## src/rtl/if_fetch_stage.sv

```systemverilog
// Instruction fetch stage: owns the PC, fetches over req/ready + rvalid, presents one instruction to decode.
// Latency: request accepted at cycle N, data at N+k -> instr_valid from N+k+1; at least 3 cycles per instruction.
// Backpressure: stall holds the presented instruction and blocks the next request; branch_taken overrides stall.
// Optional feature macro IF_MISALIGN_CHECK_EN: adds 'misaligned' output and a HALT state on misaligned redirects.
module if_fetch_stage #(
  parameter int ADDR_WIDTH = 64,
  parameter int INSTR_WIDTH = 32,
  parameter logic [ADDR_WIDTH-1:0] RESET_PC = '0
) (
  input  logic                   clk,
  input  logic                   reset,
  output logic                   imem_req,
  output logic [ADDR_WIDTH-1:0]  imem_addr,
  input  logic                   imem_ready,
  input  logic                   imem_rvalid,
  input  logic [INSTR_WIDTH-1:0] imem_rdata,
  input  logic                   stall,
  input  logic                   branch_taken,
  input  logic [ADDR_WIDTH-1:0]  branch_target,
`ifdef IF_MISALIGN_CHECK_EN
  output logic                   misaligned,
`endif
  output logic                   instr_valid,
  output logic [INSTR_WIDTH-1:0] instruction,
  output logic [6:0]             opcode,
  output logic [ADDR_WIDTH-1:0]  pc_out
);

  typedef enum logic [1:0] {
    S_REQ  = 2'd0,
    S_WAIT = 2'd1,
    S_HOLD = 2'd2,
    S_HALT = 2'd3
  } state_t;

  state_t                state;
  logic [ADDR_WIDTH-1:0] pc;
  // Set when the outstanding request was overtaken by a redirect; its data must be dropped.
  logic                  squash;
  logic [ADDR_WIDTH-1:0] br_tgt;

`ifdef IF_MISALIGN_CHECK_EN
  logic br_bad;
  assign br_tgt = branch_target;
  assign br_bad = branch_taken && (branch_target[1:0] != 2'b00);
`else
  // Without the check, redirects are silently word-aligned.
  assign br_tgt = branch_target & ~(ADDR_WIDTH'(3));
`endif

  // Request is gated by reset so the memory sees no request while reset is held.
  assign imem_req  = (state == S_REQ) && !reset;
  assign imem_addr = pc;
  assign opcode    = instruction[6:0];

  // Fetch FSM: PC, squash tracking and the registered decode-side outputs
  always_ff @(posedge clk or posedge reset) begin
    if (reset) begin
      state       <= S_REQ;
      pc          <= RESET_PC;
      squash      <= 1'b0;
      instr_valid <= 1'b0;
      instruction <= '0;
      pc_out      <= '0;
`ifdef IF_MISALIGN_CHECK_EN
      misaligned  <= 1'b0;
    end else if (br_bad && state != S_HALT) begin
      state       <= S_HALT;
      squash      <= 1'b0;
      instr_valid <= 1'b0;
      misaligned  <= 1'b1;
`endif
    end else begin
      case (state)
        S_REQ: begin
          if (branch_taken) begin
            pc <= br_tgt;
            if (imem_ready) begin
              // Request for the old PC went out this cycle; drop its data.
              state  <= S_WAIT;
              squash <= 1'b1;
            end
          end else if (imem_ready) begin
            state  <= S_WAIT;
            squash <= 1'b0;
          end
        end
        S_WAIT: begin
          if (branch_taken && imem_rvalid) begin
            pc     <= br_tgt;
            squash <= 1'b0;
            state  <= S_REQ;
          end else if (branch_taken) begin
            pc     <= br_tgt;
            squash <= 1'b1;
          end else if (imem_rvalid && squash) begin
            squash <= 1'b0;
            state  <= S_REQ;
          end else if (imem_rvalid) begin
            instruction <= imem_rdata;
            pc_out      <= pc;
            instr_valid <= 1'b1;
            pc          <= pc + ADDR_WIDTH'(4);
            state       <= S_HOLD;
          end
        end
        S_HOLD: begin
          if (branch_taken) begin
            instr_valid <= 1'b0;
            pc          <= br_tgt;
            state       <= S_REQ;
          end else if (!stall) begin
            instr_valid <= 1'b0;
            state       <= S_REQ;
          end
        end
        default: begin
          state <= state;
        end
      endcase
    end
  end

endmodule

```

## config.mk

```make
export PLATFORM = sky130hd
export DESIGN_NAME = if_fetch_stage
export DESIGN_NICKNAME = d
export VERILOG_FILES = /design/src/rtl/if_fetch_stage.sv
export SDC_FILE = /design/constraint.sdc
export NUM_CORES = 1
export LEC_CHECK = 0
export ABC_CLOCK_PERIOD_IN_PS = 14050
export BUFFER_PORTS_ARGS = -buffer_cell sky130_fd_sc_hd__clkbuf_2
export CAP_MARGIN = 15
export CORE_UTILIZATION = 40
export DETAILED_ROUTE_END_ITERATION = 8
export PLACE_DENSITY = 0.66
export SETUP_SLACK_MARGIN = 0.4
export SLEW_MARGIN = 0
export SYNTH_ARGS = -nofsm -noshare
export SYNTH_HDL_FRONTEND = slang
export SYNTH_SLANG_ARGS = --single-unit
```

## constraint.sdc

```tcl
create_clock -name clk -period 14.05 [get_ports clk]
set_input_delay 2.1075 -clock clk [delete_from_list [all_inputs] [get_ports clk]]
set_output_delay 2.1075 -clock clk [all_outputs]
set_load 0.005 [all_outputs]
```

==> flow_summary.yaml, run 1 <==
grt:
  grt_max_degree: 104
  grt_pass1_vias: 7052
  grt_pass1_wl_mm: 38.7
  overflow: 0
  antenna_found_initial: 0
  globalRouteTotalUtil_pct: 23.0
final_layout:
  area_growth_pct: 24.9
  nNetsFinal: 1130
  final_util_pct: 51.7
  multiInputGateArea_sq_mm: 0.00387
  drive_gt1_share_pct: 39.7
  regArea_sq_mm: 0.00400
  diodes: 0
  nFillCells: 1840
power_and_ir_drop:
  p_comb_share_pct: 42.0
  powerDensity_mw_per_mm2: 243
  p_sw_share_pct: 40.4
  peakVddDrop_mv: 0.105
  p_int_uw: 1480
  pwr-share-clk_pct: 19.1
  seqPwrFrac_pct: 38.9
  leakage_uw: 0.00451
  p_sw_uw: 1000
synth:
  synth_cell_types: 59
  synth_flop_cell: "dfrtp_1"
  ys_ff_latch: 160
  yosysSeqAreaShare_pct: 48.9
  synth_top_area_share_pct: 48.9
  synth-edff-count: 0
  yosys.area.top_type: "dfrtp_1"
  synth.area.top_cells: "dfrtp_1 49%, mux2_2 13%, nand3_1 3.0%"
  syn_avg_cell_area_sq_um: 10.2
  synth_cells: 801
  yosysWarnings: 0
  synth-async-reset-ratio_pct: 100
  mappedNetlistArea_sq_mm: 0.00818
floorplanning:
  die-area_sq_mm: 0.0210
  start_util_pct: 41.4
  core_sq_mm: 0.0198
  rows: 51
  die_w_um: 145
  dieHeight_um: 145
  io_pins: 271
clocking:
  cts.sinks: 160
  cts.repair.resized: 0
  htreeDepth: 4
  clk_pin_slew_worst_paths_ps: 70
  cts_hold_buf: 0
  cts_tree: "done"
  ctsRootBufferMaster: "clkbuf_16"
  cts_buffer_depth: 2
  clkLatencyLatePin_ps: 430
  post_cts_buffers: 0
  cts_buffers: 17
status:
  status: "completed"
route:
  vias_per_cell: 5.69
  postRouteAntennaNets: 0
  totalWireLength_mm: 24.0
  wire_per_inst_um: 18.4
  drtPass1Iterations: 5
  dr.first_iter.drc_count: 595
  drc: 0
  vias: 7405
placed_design:
  io_buffer_count: 264
  dp_hpwl_mm: 16.5
  place.gp.congestion: 0.828
sta:
  final-setup-viol-count: 0
  finClkSkew_ps: 8.89
  worst_pin_slew_ps: 1080
  maxSlewViolCount: 0
  maxSlewHeadroom_pct: 27.7
  tns_ps: 0
  layout_min_cycle_time_ps: 4560
  rsz0062_at_grt: "false"
  fmax_ghz: 0.219
  hold_viol_final: 0
  whs_ps: 507
  finalCritPeriodShare_pct: 32.4
worst_setup_path:
  end_kind: "output port"
  crit_slowest_cell: "clkbuf_2"
  slowest_delay_ps: 120
  crit_required_ps: 11940
  crit_type: "input port to output port"
  crit_chain: "clkbuf_2 -> nor2b_1 -> clkbuf_2"
  start_kind: "input port"
  worstPathMaxFanout: 2
  critPathArrivalTime_ps: 2450
  crit_top_cell: "clkbuf_2"
run:
  maxCapViolCount: 0
worst_hold_path:
  min_path_type: "register to register"
## power by group through the flow
stage               sequential, uW  combinational (uW)  clock, uW
floorplan                      905                 674          0
global placement               959                1030          0
detailed placement             971                1050          0
CTS                            963                1050        484
global route                  1010                1150        501
finish                         965                1040        473
## cells in the mapped netlist (3+ instances only)
cell / instances
dfrtp_1: 160
mux2_2: 94
clkbuf_1: 53
nand2_1: 53
nand3_1: 49
a21oi_1: 48
nor2_1: 41
o21ai_0: 35
nand4_1: 33
nor3_1: 26
nor4_1: 20
or3_1: 20
o22ai_1: 18
and3_1: 17
a2bb2oi_1: 13
buf_4: 12
a211oi_1: 9
inv_1: 9
mux2i_1: 9
and4_1: 8
o211ai_1: 6
and2_1: 4
buf_1: 4
ha_1: 4
or4_1: 4
a221oi_1: 3
a311oi_1: 3
nor2b_1: 3
o311ai_0: 3
o31a_1: 3
## area by class of cell
cell class / instances / share of cell area (%)
Multi-Input combinational cell: 564 / 37.8
Tap cell: 265 / 3.24
Timing Repair Buffer: 272 / 13.5
Inverter: 9 / 0.379
Sequential cell: 160 / 39.2
Clock buffer: 21 / 4.60
Clock inverter: 11 / 1.27
## registers in the layout (all words and copies together), names as in the netlist
name and count:
imem_addr 62, pc_out 62, instruction 32, state 2
instr_valid 1, squash 1
## stage by stage
step / total power, uW / worst slack [ps] / instances / instance area (sq um)
4_1_cts: 2500 / 9490 / 1302 / 10200
6_report: 2480 / 9490 / 1302 / 10200
3_3_place_gp: 1990 / 9210 / 1270 / 9620
3_5_place_dp: 2020 / 9230 / 1270 / 9620
5_1_grt: 2660 / 9430 / 1302 / 10200
2_1_floorplan: 1580 / 7620 / 804 / 8200
## cell usage in the layout (no fill, tap or decap), types with 5 or more instances in the layout
master / Yosys / final
or3_1: 20 / 19
a21oi_1: 48 / 48
nor3_1: 26 / 24
nor2_1: 41 / 41
mux2_2: 94 / 94
dfrtp_1: 160 / 160
nand3_1: 49 / 49
buf_4: 12 / 8
and4_1: 8 / 8
clkinv_4: 0 / 5
o21ai_0: 35 / 35
nor4_1: 20 / 19
a211oi_1: 9 / 9
o22ai_1: 18 / 18
o211ai_1: 6 / 6
a2bb2oi_1: 13 / 13
mux2i_1: 9 / 9
clkbuf_2: 0 / 264
inv_1: 9 / 8
clkbuf_16: 0 / 17
nand2_1: 53 / 53
and3_1: 17 / 17
nand4_1: 33 / 33
## kinds of logic after synthesis
kind of cell               count (synthesis)  synth area share, %
AOI/OAI and AO/OA                        167                 13.3
adders and majority gates                  4                0.612
buffers and inverters                     80                 4.40
DFF                                      160                 48.9
muxes                                    103                 14.0
other                                      1               0.0458
and+or+nand+nor                          286                 18.7
## final timing paths
check / from / endpoint / slack (ps) / depth (start not counted)
worst max-delay path: reset / imem_req / 9490 / 3
worst min-delay path: instruction[20]$_DFFE_PP0P_ / instruction[20]$_DFFE_PP0P_ / 510 / 1
worst max register to register: state[0]$_DFFE_PP0P_ / imem_addr[62]$_DFFE_PP0P_ / 10710 / 7
worst min register to register: instruction[20]$_DFFE_PP0P_ / instruction[20]$_DFFE_PP0P_ / 510 / 1
max in group asynchronous: reset / imem_addr[31]$_DFFE_PP0P_ / 10800 / 3
min in group asynchronous: reset / instr_valid$_DFFE_PP0P_ / 1890 / 2
## worst max-delay path, delay by kind of cell
kind          cells  cell delay [ps]
simple gates      1              110
buf+inv           2              240
## metal layers
metal	wire (um)	share of wire [%]	up-vias	global-route usage, %
met5	0	0	-	0
met3	1470	6.1	34	4.97
met2	11500	48	286	36.9
met1	10600	44	3633	30.8
met4	472	2.0	0	7.50
li1	-	-	3452	-
No activity file was read; power rests on OpenSTA's default activity.
==> inputs of run 2 (changes only) <==
--- a/config.mk
+++ b/config.mk
@@ -5,7 +5,7 @@
 export SDC_FILE = /design/constraint.sdc
 export NUM_CORES = 1
 export LEC_CHECK = 0
-export ABC_CLOCK_PERIOD_IN_PS = 14050
+export ABC_CLOCK_PERIOD_IN_PS = 4500
 export BUFFER_PORTS_ARGS = -buffer_cell sky130_fd_sc_hd__clkbuf_2
 export CAP_MARGIN = 15
 export CORE_UTILIZATION = 40
==> constraint.sdc (replaced) <==
create_clock -name clk -period 4.5 [get_ports clk]
set_input_delay 0.675 -clock clk [delete_from_list [all_inputs] [get_ports clk]]
set_output_delay 0.675 -clock clk [all_outputs]
set_load 0.005 [all_outputs]
==> flow_summary.yaml, run 2 (same netlist as run 1, synthesis figures left out) <==
sta:
  maxSlewHeadroom_pct: 27.3
  maxSlewViolCount: 0
  worst_pin_slew_ps: 1080
  finalCritPeriodShare_pct: 68.7
  fmax_ghz: 0.324
  hold_viol_final: 0
  finClkSkew_ps: 7.84
  final-setup-viol-count: 0
  tns_ps: 0
  rsz0062_at_grt: "false"
  layout_min_cycle_time_ps: 3090
power_and_ir_drop:
  peakVddDrop_mv: 0.327
  power_uw: 7840
  powerDensity_mw_per_mm2: 763
  leakage_uw: 0.00453
placed_design:
  dp_hpwl_mm: 16.8
  dp.cells: 1274
  place.gp.congestion: 0.829
  io_buffer_count: 264
grt:
  overflow: 0
  grt_max_degree: 102
  globalRouteTotalUtil_pct: 23.1
  antenna_found_initial: 0
  grt_pass1_wl_mm: 38.7
  grt_pass1_vias: 6994
final_layout:
  diodes: 0
  nNetsFinal: 1134
  area_growth_pct: 25.5
  regArea_sq_mm: 0.00400
  mostFrequentLayoutCells: "264 x clkbuf_2, 160 x dfrtp_1, 94 x mux2_2"
  drive_gt1_share_pct: 40.0
  finalNonFillerCells: 1306
  mostFrequentLayoutCell: "clkbuf_2"
  nFillCells: 1808
  multiInputGateArea_sq_mm: 0.00387
floorplanning:
  die_w_um: 145
  rows: 51
  die-area_sq_mm: 0.0210
  start_util_pct: 41.4
  io_pins: 271
  dieHeight_um: 145
  core_sq_mm: 0.0198
clocking:
  htreeDepth: 4
  cts_tree: "done"
  cts.sinks: 160
  post_cts_buffers: 0
  cts.repair.resized: 0
  cts_buffer_depth: 2
  cts_hold_buf: 0
  ctsRootBufferMaster: "clkbuf_16"
  clkLatencyLatePin_ps: 430
  clk_pin_slew_worst_paths_ps: 70
  cts_buffers: 17
route:
  drc: 0
  wire_per_inst_um: 18.4
  vias: 7318
  dr.first_iter.drc_count: 612
  totalWireLength_mm: 24.1
  drtPass1Iterations: 5
  vias_per_cell: 5.60
  postRouteAntennaNets: 0
worst_setup_path:
  critPathArrivalTime_ps: 3400
  worstPathMaxFanout: 9
  reg2regPathDepth: 5
  end_kind: "register"
  crit_top_cell: "nand4_1"
  regToRegStartpoint: "imem_addr[6]$_DFFE_PP0P_"
  crit_type: "register to register"
  r2r_slack_ps: 1410
  path_delay_family: "simple AND/OR/NAND/NOR gates"
  start_kind: "register"
  crit_chain: "nand4_1 -> or3_1 -> nor4_1 -> nand4_1 -> a32o_1"
  slowest_delay_ps: 980
  r2r-end: "imem_addr[50]$_DFFE_PP0P_"
  crit_buf_inv: 0
  crit_required_ps: 4810
  crit_slowest_cell: "nor4_1"
worst_hold_path:
  min_path_type: "input port to async pin"
status:
  status: "completed"
run:
  maxCapViolCount: 0
==> run 2: cell types whose count changed in the layout (fill, tap and decap cells not counted), sizes merged <==
cell      delta
clkbuf       -3
clkinv       -4
buf          +4
inv          +4
clkinvlp     +2
bufinv       +1
==> run 2: cell type report <==
cell class              instances  share of cell area [%]
flip-flops and latches        160                    39.0
multi-input cells             564                    37.6
repair buffers                276                    13.9
inverters                       9                   0.365
clock buffers                  18                    4.18
clock inverters                14                    1.75
well taps                     265                    3.23
==> run 2: per-layer routing <==
layer / GRT usage, % / share of wire (%)
met1: 31.4 / 44
met2: 37.6 / 49
met3: 3.65 / 5.3
met4: 7.71 / 1.7
met5: 0 / 0
==> run 2: how the worst max path moves through the flow <==
stage | start | end | depth (start not counted)
2_1_floorplan | reset | imem_addr[10]$_DFFE_PP0P_ | 1
3_3_place_gp | imem_addr[6]$_DFFE_PP0P_ | imem_addr[50]$_DFFE_PP0P_ | 5
3_5_place_dp | imem_addr[6]$_DFFE_PP0P_ | imem_addr[50]$_DFFE_PP0P_ | 5
4_1_cts | imem_addr[6]$_DFFE_PP0P_ | imem_addr[50]$_DFFE_PP0P_ | 5
5_1_grt | imem_addr[6]$_DFFE_PP0P_ | imem_addr[50]$_DFFE_PP0P_ | 5
6_report | imem_addr[6]$_DFFE_PP0P_ | imem_addr[50]$_DFFE_PP0P_ | 5
==> run 2: metrics by stage <==
stage | cell area (sq um) | hold WS, ps | worst slack [ps] | util (%)
floorplan | 8200 | 499 | 1800 | -
global placement | 9660 | 488 | 1490 | 48.8
detailed placement | 9660 | 494 | 1530 | 48.8
CTS | 10300 | 215 | 1500 | 51.9
global route | 10300 | 239 | 1260 | 51.9
finish | 10300 | 214 | 1410 | 51.9
==> run 2: report_power, final <==
| group | total, uW | switching, uW | internal (uW) |
|---|---|---|---|
| Sequential | 3020 | 842 | 2180 |
| Clock | 1530 | 645 | 885 |
| Combinational | 3280 | 1700 | 1590 |
==> inputs of run 3 (changes only) <==
--- a/config.mk
+++ b/config.mk
@@ -5,12 +5,13 @@
 export SDC_FILE = /design/constraint.sdc
 export NUM_CORES = 1
 export LEC_CHECK = 0
-export ABC_CLOCK_PERIOD_IN_PS = 4500
+export ABC_AREA = 1
+export ABC_CLOCK_PERIOD_IN_PS = 2700
 export BUFFER_PORTS_ARGS = -buffer_cell sky130_fd_sc_hd__clkbuf_2
 export CAP_MARGIN = 15
 export CORE_UTILIZATION = 40
 export DETAILED_ROUTE_END_ITERATION = 8
-export PLACE_DENSITY = 0.66
+export PLACE_DENSITY = 0.67
 export SETUP_SLACK_MARGIN = 0.4
 export SLEW_MARGIN = 0
 export SYNTH_ARGS = -nofsm -noshare
==> constraint.sdc (replaced) <==
create_clock -name clk -period 2.7 [get_ports clk]
set_input_delay 0.405 -clock clk [delete_from_list [all_inputs] [get_ports clk]]
set_output_delay 0.405 -clock clk [all_outputs]
set_load 0.005 [all_outputs]
==> flow_summary.yaml, run 3 <==
power_and_ir_drop:
  pwr-share-clk_pct: 18.1
  p_comb_share_pct: 44.0
  power_uw: 12700
  peakVddDrop_mv: 0.437
  seqPwrFrac_pct: 37.8
  p_int_uw: 7190
  p_sw_uw: 5560
  leakage_uw: 0.00575
  p_sw_share_pct: 43.6
  powerDensity_mw_per_mm2: 1150
grt:
  grt_pass1_vias: 8001
  overflow: 0
  globalRouteTotalUtil_pct: 25.5
  antenna_found_initial: 0
  grt_max_degree: 105
  grt_pass1_wl_mm: 43.9
floorplanning:
  die-area_sq_mm: 0.0230
  start_util_pct: 40.9
  core_sq_mm: 0.0219
  io_pins: 271
  dieHeight_um: 152
  die_w_um: 152
  rows: 54
final_layout:
  mostFrequentLayoutCells: "348 x nand2_1, 264 x clkbuf_2, 180 x nor2_1"
  diodes: 0
  regArea_sq_mm: 0.00400
  mostFrequentLayoutCell: "nand2_1"
  area_growth_pct: 23.5
  nFillCells: 2158
  drive_gt1_share_pct: 26.8
  finalNonFillerCells: 1716
  multiInputGateArea_sq_mm: 0.00428
  nNetsFinal: 1529
worst_setup_path:
  crit_top_cell: "nand2_1"
  crit_cells: 11
  slowest_delay_ps: 410
  worstPathMaxFanout: 20
  reg2regPathDepth: 11
  startpoint: "state[0]$_DFFE_PP0P_"
  r2r-end: "imem_addr[24]$_DFFE_PP0P_"
  r2r_slack_ps: 600
  crit_buf_inv: 3
  critPathArrivalTime_ps: 2420
  path_delay_family: "simple AND/OR/NAND/NOR gates"
  regToRegStartpoint: "state[0]$_DFFE_PP0P_"
  crit_slowest_cell: "dfrtp_1"
  cp-endpoint: "imem_addr[24]$_DFFE_PP0P_"
  end_kind: "register"
  crit_type: "register to register"
  crit_required_ps: 3020
  start_kind: "register"
  crit_chain: "inv_1 -> ha_1 -> nor2_1 -> nand2_1 -> buf_4 -> nor3_1 -> nand3_1 -> o21ai_1 -> nand2_1 -> nand2_1 -> inv_1"
synth:
  synthTopCellsByCount: "349 x nand2_1, 181 x nor2_1, 160 x dfrtp_1"
  synth_cells: 1178
  synth_top_area_share_pct: 44.7
  yosys.area.top_type: "dfrtp_1"
  ys_ff_latch: 160
  synth-async-reset-ratio_pct: 100
  syn_avg_cell_area_sq_um: 7.60
  synth.area.top_cells: "dfrtp_1 45%, nand2_1 15%, nor2_1 7.6%"
  synth_flop_cell: "dfrtp_1"
  yosysMostFrequentCell: "nand2_1"
  yosysSeqAreaShare_pct: 44.7
  yosysWarnings: 0
  mappedNetlistArea_sq_mm: 0.00895
  synth-edff-count: 0
  synth_cell_types: 39
sta:
  final-setup-viol-count: 0
  maxSlewViolCount: 0
  rsz0062_at_grt: "false"
  maxSlewHeadroom_pct: 60.8
  finalCritPeriodShare_pct: 77.6
  fmax_ghz: 0.477
  worst_pin_slew_ps: 586
  finClkSkew_ps: 8.70
  layout_min_cycle_time_ps: 2100
  hold_viol_final: 0
  tns_ps: 0
route:
  totalWireLength_mm: 29.2
  wire_per_inst_um: 17.0
  drc: 0
  vias_per_cell: 5.08
  dr.first_iter.drc_count: 600
  postRouteAntennaNets: 0
  drtPass1Iterations: 5
  vias: 8725
placed_design:
  dp.cells: 1684
  io_buffer_count: 264
  place.gp.congestion: 0.945
  dp_hpwl_mm: 22.3
clocking:
  cts_buffer_depth: 2
  cts.sinks: 160
  cts_buffers: 17
  ctsRootBufferMaster: "clkbuf_16"
  htreeDepth: 4
  cts_tree: "done"
  post_cts_buffers: 0
  clk_pin_slew_worst_paths_ps: 70
  clkLatencyLatePin_ps: 430
worst_hold_path:
  min_path_type: "input port to async pin"
run:
  maxCapViolCount: 0
status:
  status: "completed"
==> run 3: cell count changes in the layout (fill, tap and decap cells not counted), sizes merged, moves of 18 or more <==
cell   previous run  this run
or3              20         0
nor3             26         5
inv              14       110
and3             18         0
nor4             21         0
mux2             94        50
nand2            53       357
o21ai            35       101
nor2             41       191
==> run 3: logic make-up (layout without fill, tap and decap cells) <==
kind of cell / Yosys count / after routing / share of synthesized area [%]
DFF: 160 / 160 / 44.7
buffers and inverters: 159 / 414 / 7.71
muxes: 50 / 50 / 7.55
xor gates and xnor gates: 4 / 4 / 0.391
AOI/OAI and AO/OA: 158 / 158 / 9.33
other: 1 / 4 / 0.0419
adders and majority gates: 4 / 4 / 0.559
and+or+nand+nor: 642 / 642 / 29.7
==> run 3: timing repair <==
| action | in CTS | in global routing |
|---|---|---|
| hold buffers | 0 | 0 |
| gates resized for setup | 0 | 4 |
| setup endpoints to repair | 0 | 8 |
==> run 3: stage by stage <==
step | instance area (sq um) | setup slack (ps) | hold slack [ps] | utilization [%]
after floorplan | 8970 | 266 | 476 | -
after CTS | 11000 | 449 | 87.3 | 50.5
after detailed placement | 10500 | 483 | 474 | 47.9
after global routing | 11100 | 402 | 105 | 50.5
final | 11100 | 604 | 74.1 | 50.5
after global placement | 10500 | 556 | 468 | 47.9
==> run 3: power groups by stage <==
stage / clock [uW] / combinational, uW / sequential (uW)
floorplan: 0 / 3400 / 4640
global placement: 0 / 5540 / 4800
detailed placement: 0 / 5630 / 4850
CTS: 2360 / 5660 / 4810
global route: 2460 / 6380 / 5020
finish: 2310 / 5610 / 4820
==> run 3: worst reg2reg max path, stage by stage (launching register included) <==
cell	delay, ps
dfrtp_1	410
inv_1	90
ha_1	220
nor2_1	150
nand2_1	110
buf_4	240
nor3_1	400
nand3_1	120
o21ai_1	100
nand2_1	60
nand2_1	60
inv_1	30
==> run 3: per-layer routing <==
layer	up-vias	track usage, %	share of wire [%]
li1	4265	-	-
met1	4094	34.2	44
met2	329	42.2	47
met3	37	4.73	7.4
met4	0	6.34	1.2
met5	-	0	0
==> run 3: worst min path at each step <==
| stage | end | from | cells past startpoint | slack [ps] |
|---|---|---|---|---|
| final | squash$_DFFE_PP0P_ | reset | 3 | 70 |
| after global routing | squash$_DFFE_PP0P_ | reset | 3 | 100 |
| after CTS | squash$_DFFE_PP0P_ | reset | 3 | 90 |
| after detailed placement | pc_out[23]$_DFFE_PP0P_ | pc_out[23]$_DFFE_PP0P_ | 2 | 470 |
| after global placement | pc_out[33]$_DFFE_PP0P_ | pc_out[33]$_DFFE_PP0P_ | 2 | 470 |
| after floorplan | instr_valid$_DFFE_PP0P_ | instr_valid$_DFFE_PP0P_ | 2 | 480 |
==> run 3: layout make-up <==
cell class                      count  share of cell area, %
Sequential cell                   160                   36.2
Timing Repair Buffer              276                   13.3
Multi-Input combinational cell    862                   38.7
Tap cell                          280                   3.17
Inverter                          106                   3.64
Clock buffer                       17                   3.85
Clock inverter                     15                   1.14
